--- src/rtl/retire_rat.sv ---
// Retirement register alias table: committed arch->phys map, frees superseded
// physical registers on retire, and re-seeds the rename free list by scanning.
module retire_rat (
  input  logic             CLK,
  input  logic             RESET,
  input  logic             STALL,
  input  logic             FLUSH,
  input  logic             commit_valid,
  input  logic             commit_regwr_flag,
  input  logic [4:0]       commit_arch_reg,
  input  logic [5:0]       commit_phys_reg,
  output logic             commit_ready,
  output logic             rrat_free,
  output logic [5:0]       rrat_free_reg,
  output logic [31:0][5:0] rrat_map,
  output logic             rrat_scanning
);

  typedef enum logic {SCAN, RUN} state_t;

  state_t            state;
  logic [31:0][5:0]  map;
  logic [63:0]       mapped;
  logic [5:0]        scan_ptr;
  logic [5:0]        old_phys;
  logic              accept;
  logic              do_write;

  assign commit_ready = (state == RUN) && !STALL;
  assign accept       = commit_ready && commit_valid;
  assign old_phys     = map[commit_arch_reg];
  // r0 is pinned to p0, and re-committing the current mapping frees nothing
  assign do_write     = accept && commit_regwr_flag && (commit_arch_reg != 5'd0) &&
                        (commit_phys_reg != old_phys);
  assign rrat_map     = map;

  always_ff @(posedge CLK or negedge RESET) begin
    if (!RESET) begin
      for (int i = 0; i < 32; i++) map[i] <= 6'(i);
      mapped        <= {32'h0000_0000, 32'hFFFF_FFFF};
      state         <= SCAN;
      scan_ptr      <= 6'd1;
      rrat_free     <= 1'b0;
      rrat_free_reg <= 6'd0;
      rrat_scanning <= 1'b1;
    end else begin
      rrat_free <= 1'b0;
      if (do_write) begin
        map[commit_arch_reg]    <= commit_phys_reg;
        mapped[old_phys]        <= 1'b0;
        mapped[commit_phys_reg] <= 1'b1;
      end
      // A commit on the flush edge still updates the map; the scan recovers its old register
      if (FLUSH) begin
        state         <= SCAN;
        scan_ptr      <= 6'd1;
        rrat_scanning <= 1'b1;
      end else begin
        case (state)
          SCAN: begin
            if (!STALL) begin
              if (!mapped[scan_ptr]) begin
                rrat_free     <= 1'b1;
                rrat_free_reg <= scan_ptr;
              end
              scan_ptr <= scan_ptr + 6'd1;
              if (scan_ptr == 6'd63) begin
                state         <= RUN;
                rrat_scanning <= 1'b0;
              end
            end
          end
          RUN: begin
            if (do_write) begin
              rrat_free     <= 1'b1;
              rrat_free_reg <= old_phys;
            end
          end
          default: state <= SCAN;
        endcase
      end
    end
  end

endmodule
--- config.mk ---
export PLATFORM = sky130hd
export DESIGN_NAME = retire_rat
export DESIGN_NICKNAME = d
export VERILOG_FILES = /design/src/rtl/retire_rat.sv
export SDC_FILE = /design/constraint.sdc
export NUM_CORES = 1
export LEC_CHECK = 0
export CORE_MARGIN = 3
export CORE_UTILIZATION = 45
export CTS_BUF_LIST = sky130_fd_sc_hd__clkbuf_4 sky130_fd_sc_hd__clkbuf_8
export CTS_CLUSTER_DIAMETER = 60
export CTS_CLUSTER_SIZE = 24
export DETAILED_ROUTE_END_ITERATION = 10
export GPL_TIMING_DRIVEN = 0
export PLACE_DENSITY = 0.69
export SYNTH_ARGS = -nofsm -noshare
export SYNTH_HDL_FRONTEND = slang
export SYNTH_SLANG_ARGS = --single-unit
--- constraint.sdc ---
create_clock -name CLK -period 5.8 [get_ports CLK]
set_input_delay 0.87 -clock CLK [delete_from_list [all_inputs] [get_ports CLK]]
set_output_delay 0.87 -clock CLK [all_outputs]
set_load 0.05 [all_outputs]
==> results of run 1 <==
area by class of cell:
class	instances	share of cell area
buffer	97	0.0287
clock buffer	29	0.0226
clock inverter	19	0.0161
inverter	9	0.00198
multi-input combinational	715	0.369
sequential	271	0.406
tap	390	0.0286
timing repair buffer	214	0.128
worst register-to-register path: stages, from the launching register on:
cell	delay, ns
dfstp_2	0.40
mux2i_1	0.20
o22ai_1	0.12
nor4_1	1.05
a21oi_1	0.16
or4b_1	0.59
nor4_2	0.60
buf_6	0.26
buf_6	0.25
o41ai_4	0.21
mux2_4	0.36
layer usage:
metal  GRT usage  vias to the layer above  routed length (µm)
met4       0.120                        4                2390
met2       0.469                      529               22700
met3      0.0666                      132                3780
li1            -                     4620                   -
met5           0                        -                  25
met1       0.367                     5535               19300
power groups by stage:
stage                     logic (mW)  clock network [mW]  registers, mW
after floorplan                0.136                   0           1.96
after global placement         0.279                   0           1.94
after detailed placement       0.286                   0           1.94
after CTS                      0.287                1.47           1.91
after global routing           0.304                1.55           1.91
final                          0.287                1.46           1.91
worst min-delay path by stage:
| stage | to | slack (ns) | cells past startpoint |
|---|---|---|---|
| after global placement | mapped[2] | 0.45 | 2 |
| after CTS | rrat_map[31] | 0.1 | 1 |
| after global routing | rrat_map[31] | 0.11 | 1 |
| after detailed placement | mapped[11] | 0.46 | 2 |
| after floorplan | mapped[11] | 0.44 | 2 |
| final | rrat_map[31] | 0.12 | 1 |
cells in the final DEF, fill, tap and decap left out, types with 7 or more instances in the layout:
master	count
clkbuf_1	56
buf_4	7
mux4_2	12
nand3_1	13
buf_2	16
nor3_1	11
o21ai_1	9
a21oi_1	9
nand4_1	18
mux2_2	186
clkdlybuf4s50_1	210
inv_1	9
nor2_1	21
buf_1	8
clkbuf_8	27
and3_1	8
o31ai_1	51
buf_6	11
o22ai_1	55
or4_1	13
mux2i_1	106
nor4_2	12
nor2b_1	12
dfrtp_1	157
nor4_4	7
dfstp_2	114
o21ai_0	49
nand2_1	36
cells by family (layout without fill, tap and decap cells):
kind of cell,after synthesis,count (layout)
AO/OA/AOI/OAI,191,191
XOR/XNOR,6,6
AND/OR/NAND/NOR,205,205
adder cells (fa/ha/maj),1,1
multiplexers,312,312
flip-flops,271,271
buffers and inverters,106,368
per-stage QoR:
| stage | setup WS [ns] | utilization |
|---|---|---|
| after floorplan | 1.88 | - |
| after global placement | -7.70 | 0.547 |
| after detailed placement | 0.121 | 0.549 |
| after CTS | 0.746 | 0.571 |
| after global routing | 0.574 | 0.572 |
| final | 0.716 | 0.572 |
==> reports/summary.txt, run 1 <==
Clock Sinks -> 271
Via Count -> 10,820
Compound-Gate Fraction of Synth Area -> 0.0897
multi-input logic area -> 6300 µm²
Clock power frac -> 0.399
# diodes -> 0
top-count cell post-synth -> mux2_2
post-synthesis adder-cell area fraction -> 0.000911
Avg WL per Cell -> 27.6 µm
Hold Vio Cnt, Final -> 0
post-CTS resize count -> 0
pin count of the biggest net entering global routing -> 126
Buf/Inv on CP -> 4
Die H -> 181 µm
Peak VDD IR -> 0.177 mV
vias per inst -> 6.20
Worst setup EP type -> flop
GP Congestion -> 0.940
ys async rst share -> 1.00
Power Total -> 3.65 mW
Filler Cells Inserted -> 2,510
clock skew -> 0.0418 ns
count of different cell masters after synthesis -> 58
post-layout minimum cycle time -> 5.08 ns
hold_buf cts -> 0
layout cell share with drive strength beyond 1 -> 0.323
Total GRT Usage -> 0.287
reg-to-reg endpoint -> rrat_free_reg[4]
Post-Synth Simple-Gate Area -> 0.106
vias in the first global route -> 11,002
FF+latch area -> 6920 µm²
Clock Path Buffers -> 3
Tcrit/Tclk final -> 0.877
root buf cell -> clkbuf_8
Post-Place Cells -> 1,695
Commonest cells post-synth -> 186 x mux2_2, 157 x dfrtp_1, 114 x dfstp_2, 106 x mux2i_1, 56 x clkbuf_1
Final Cell Area -> 17,100 µm²
Seq/Total Area, Yosys -> 0.504
WL final -> 48,200 µm
number of flops mapped to enable cells by yosys -> 0
critical path class -> in2reg
Yosys top cell area share -> 0.286
Synth area leaders -> dfrtp_1 29%, dfstp_2 22%, mux2_2 15%, mux2i_1 7.7%, o31ai_1 2.8%
number of nets in the layout -> 1,352
Hold Path Class -> in2async
Post-DP HPWL -> 35,100 µm
Max Cap Violations -> 0
mux cell area share after synthesis -> 0.258
reg2reg setup slack -> 1.50 ns
reg2reg path depth -> 10
total core area -> 29,900 µm²
Layout Cells excl Fill -> 1,744
internal power -> 2.66 mW
initial antenna violation count -> 2
crit-path leading delay family -> simple AND/OR/NAND/NOR gates
largest area contributor in the netlist -> dfrtp_1
critical path's slowest cell -> nor4_1
source of the worst register-to-register timing path -> rrat_map[184]
sequential share of power -> 0.522
FF+latch count, synth -> 271
I/O Buffers -> 211
final-report max-slew violation count -> 0
row cnt -> 63
crit path from -> commit_arch_reg[0]
CTS buffer count -> 26
slew of the pin with the lowest slew margin -> 1.24 ns
status -> complete, no violations
Die W -> 181 µm
setup tns final -> 0 ns
worst setup path endpoint -> rrat_free_reg[4]
die area -> 32,700 µm²
combinational family with the most area after synthesis -> multiplexers
number of remaining DRC errors -> 0
FMAX -> 197 MHz
headroom to the max-slew limit -> 0.162
Switching Share -> 0.273
Post-CTS Setup Bufs -> 0
max reg flops -> 192
Remaining Overflow, GRT -> 0
Netlist Area Pre-Place -> 13,700 µm²
cell depth of the worst setup path -> 12
worst path cell trace -> clkdlybuf4s50_1, or4b_1, clkbuf_1, o22ai_1, nor4_1, a21oi_1, or4b_1, nor4_2, buf_6, buf_6, o41ai_4, mux2_4
Fin Hold WS -> 0.116 ns
RSZ-0062 raised after global routing -> false
Yosys Warn Count -> 0
CP max stage delay -> 1.05 ns
DR iter-0 viols -> 926
pwr dens -> 214 nW/µm²
clock edge transition at the registers on the reported setup and hold paths -> 0.11 ns
maximum fanout along the worst path -> 10
Routed Antenna Nets -> 0
Initial Util -> 0.460
CTS tree -> yes
io pins -> 218
Worst Path Required -> 6.29 ns
Main synth FF type -> dfrtp_1
CTS HTree Levels -> 1
first-pass GRT wire length -> 71,300 µm
Cells after Synth -> 1,092
drt pass-1 iters -> 5
synthesis-to-layout area growth -> 24.3%
type of origin of the critical path -> input port
clk_lat worst skew -> 0.62 ns
setup violators final -> 0
Leak -> 7.03 nW
Switch Pwr -> 0.998 mW
combinational power share -> 0.079
placed cell area -> 16,400 µm²
Syn Nets -> 1,110
xor/xnor cell area share of the yosys netlist -> 0.00383
Syn Area/Cell -> 12.6 µm²
Crit path arrival time -> 5.57 ns
(Power assumes the default switching activity.)
==> inputs of run 2 (changes only) <==
- CORE_UTILIZATION: 45 -> 60
- PLACE_DENSITY: 0.69 -> 0.88
==> run 2 against run 1 <==
  * The run now ends with capacitance limit, slew limit left
  * First-iteration DRC count grew 35%
  * Critical path type unchanged
  * Largest cell class unchanged
  * Utilization grew 18 points
  * Register-to-register slack improved by 0.07 ns
  * Highest routed layer is now met4
  * Sequential power about the same
  * Worst hold slack gained 0.044 ns
  * Largest power group unchanged
  * Clock skew up 0.0030 ns
  * Die area decreased by 24%
  * Combinational power down 1%
==> reports/summary.txt, run 2 (same netlist as run 1, synthesis figures left out) <==
status -> finished, violations left (was complete, no violations)
failing checks -> capacitance limit, slew limit
reg-to-reg endpoint -> mapped[49] (was rrat_free_reg[4])
Post-Place Cells -> 1,585 (was 1,695)
drt pass-1 iters -> 8 (was 5)
multi-input logic area -> 6290 µm² (was 6300 µm²)
critical path class -> in2reg (unchanged)
vias per inst -> 6.87 (was 6.20)
Post-DP HPWL -> 33,100 µm (was 35,100 µm)
Avg WL per Cell -> 28.4 µm (was 27.6 µm)
layout cell share with drive strength beyond 1 -> 0.316 (was 0.323)
post-CTS resize count -> 0 (unchanged)
sequential share of power -> 0.570 (was 0.522)
CP max stage delay -> 1.31 ns (was 1.05 ns)
Clock power frac -> 0.346 (was 0.399)
CTS tree -> yes (unchanged)
hold_buf cts -> 0 (unchanged)
CTS buffer count -> 20 (was 26)
Max Cap Violations -> 1 (was 0)
setup tns final -> 0 ns (unchanged)
commonest non-fill, non-tap cell in the layout -> clkdlybuf4s50_1 (unchanged)
clock skew -> 0.0448 ns (was 0.0418 ns)
Worst Path Required -> 6.24 ns (was 6.29 ns)
reg2reg setup slack -> 1.57 ns (was 1.50 ns)
GP Congestion -> 0.984 (was 0.940)
max reg flops -> 192 (unchanged)
Worst setup EP type -> flop (unchanged)
pin count of the biggest net entering global routing -> 126 (unchanged)
vias in the first global route -> 11,238 (was 11,002)
Crit path arrival time -> 5.51 ns (was 5.57 ns)
Clock Sinks -> 271 (unchanged)
Hold Vio Cnt, Final -> 0 (unchanged)
Remaining Overflow, GRT -> 0 (unchanged)
critical path's slowest cell -> nor3_1 (was nor4_1)
Fin Hold WS -> 0.160 ns (was 0.116 ns)
io pins -> 218 (unchanged)
FMAX -> 197 MHz (about the same)
row cnt -> 54 (was 63)
pwr dens -> 200 nW/µm² (was 214 nW/µm²)
total core area -> 22,200 µm² (was 29,900 µm²)
Initial Util -> 0.620 (was 0.460)
setup violators final -> 0 (unchanged)
Die H -> 157 µm (was 181 µm)
WL final -> 46,100 µm (was 48,200 µm)
initial antenna violation count -> 0 (was 2)
slew of the pin with the lowest slew margin -> 1.57 ns (was 1.24 ns)
headroom to the max-slew limit -> -0.0517 (was 0.162)
Clock Path Buffers -> 3 (unchanged)
die area -> 24,700 µm² (was 32,700 µm²)
I/O Buffers -> 211 (unchanged)
CTS HTree Levels -> 1 (unchanged)
Hold Path Class -> in2async (unchanged)
Filler Cells Inserted -> 1,504 (was 2,510)
clk_lat worst skew -> 0.59 ns (was 0.62 ns)
source of the worst register-to-register timing path -> rrat_map[158] (was rrat_map[184])
type of origin of the critical path -> input port (unchanged)
FF+latch area -> 6920 µm² (unchanged)
placed cell area -> 16,300 µm² (was 16,400 µm²)
Via Count -> 11,131 (was 10,820)
Total GRT Usage -> 0.368 (was 0.287)
maximum fanout along the worst path -> 10 (unchanged)
synthesis-to-layout area growth -> 21.8% (was 24.3%)
Switch Pwr -> 0.939 mW (was 0.998 mW)
reg2reg path depth -> 8 (was 10)
post-layout minimum cycle time -> 5.07 ns (was 5.08 ns)
first-pass GRT wire length -> 68,600 µm (was 71,300 µm)
Layout Cells excl Fill -> 1,621 (was 1,744)
Final Cell Area -> 16,700 µm² (was 17,100 µm²)
RSZ-0062 raised after global routing -> false (unchanged)
internal power -> 2.41 mW (was 2.66 mW)
Die W -> 157 µm (was 181 µm)
Peak VDD IR -> 0.179 mV (was 0.177 mV)
clock edge transition at the registers on the reported setup and hold paths -> 0.14 ns (was 0.11 ns)
DR iter-0 viols -> 1,249 (was 926)
Switching Share -> 0.280 (was 0.273)
Post-CTS Setup Bufs -> 0 (unchanged)
most frequent cells in the layout -> 210 x clkdlybuf4s50_1, 186 x mux2_2, 157 x dfrtp_1, 114 x dfstp_2, 106 x mux2i_1 (unchanged)
# diodes -> 0 (unchanged)
Tcrit/Tclk final -> 0.874 (was 0.877)
Final Util -> 0.755 (was 0.572)
number of nets in the layout -> 1,345 (was 1,352)
root buf cell -> clkbuf_8 (unchanged)
Routed Antenna Nets -> 0 (unchanged)
Leak -> 6.94 nW (was 7.03 nW)
crit-path most repeated cell -> nand2_1
combinational power share -> 0.084 (was 0.079)
final-report max-slew violation count -> 9 (was 0)
number of remaining DRC errors -> 0 (unchanged)
worst path cell trace -> clkdlybuf4s50_1, buf_4, buf_2, nand4bb_1, o22ai_1, nor4_1, nand2_1, nor3_1, nand2_1, o31ai_1, o21ai_0 (was clkdlybuf4s50_1, or4b_1, clkbuf_1, o22ai_1, nor4_1, a21oi_1, or4b_1, nor4_2, buf_6, buf_6, o41ai_4, mux2_4)
## run 2: final cells by class
cell class / count / share of cell area
flip-flops and latches: 271 / 0.414
multi-input cells: 715 / 0.376
repair buffers: 213 / 0.130
plain buffers: 97 / 0.0292
well taps: 280 / 0.0209
clock buffers: 25 / 0.0194
clock inverters: 11 / 0.00830
inverters: 9 / 0.00202
## run 2: worst max-delay path by stage
stage          cells past startpoint               end               start
2_1_floorplan                     14  rrat_free_reg[0]  commit_arch_reg[1]
3_3_place_gp                       1      rrat_map[10]               RESET
3_5_place_dp                      12  rrat_free_reg[1]  commit_arch_reg[0]
4_1_cts                           11     rrat_map[146]  commit_arch_reg[0]
5_1_grt                           12     rrat_map[146]  commit_arch_reg[3]
6_report                          11        mapped[49]  commit_arch_reg[3]
## run 2: power groups by stage
stage / logic [mW] / registers [mW] / clock network, mW
after floorplan: 0.136 / 1.96 / 0
after global routing: 0.298 / 1.91 / 1.22
after detailed placement: 0.278 / 1.94 / 0
after global placement: 0.269 / 1.94 / 0
after CTS: 0.279 / 1.91 / 1.15
final: 0.283 / 1.91 / 1.16
## run 2: worst max-delay path, delay by kind of cell
family          cells  cell delay [ns]
simple gates        5             3.16
buf+inv             3             0.88
compound gates      3             0.58
## run 2: metrics by stage
step,setup WS (ns),total power [mW]
floorplan,1.88,2.10
global placement,-7.27,2.21
detailed placement,0.463,2.22
finish,0.732,3.35
global route,0.736,3.43
CTS,1.05,3.33
## run 2: per-layer routing
metal  vias up  share of wire  track usage
li1       4589              -            -
met1      5555           0.37        0.476
met2       779           0.46        0.581
met3       208           0.10       0.0781
met4         0          0.071        0.206
met5         -              0            0
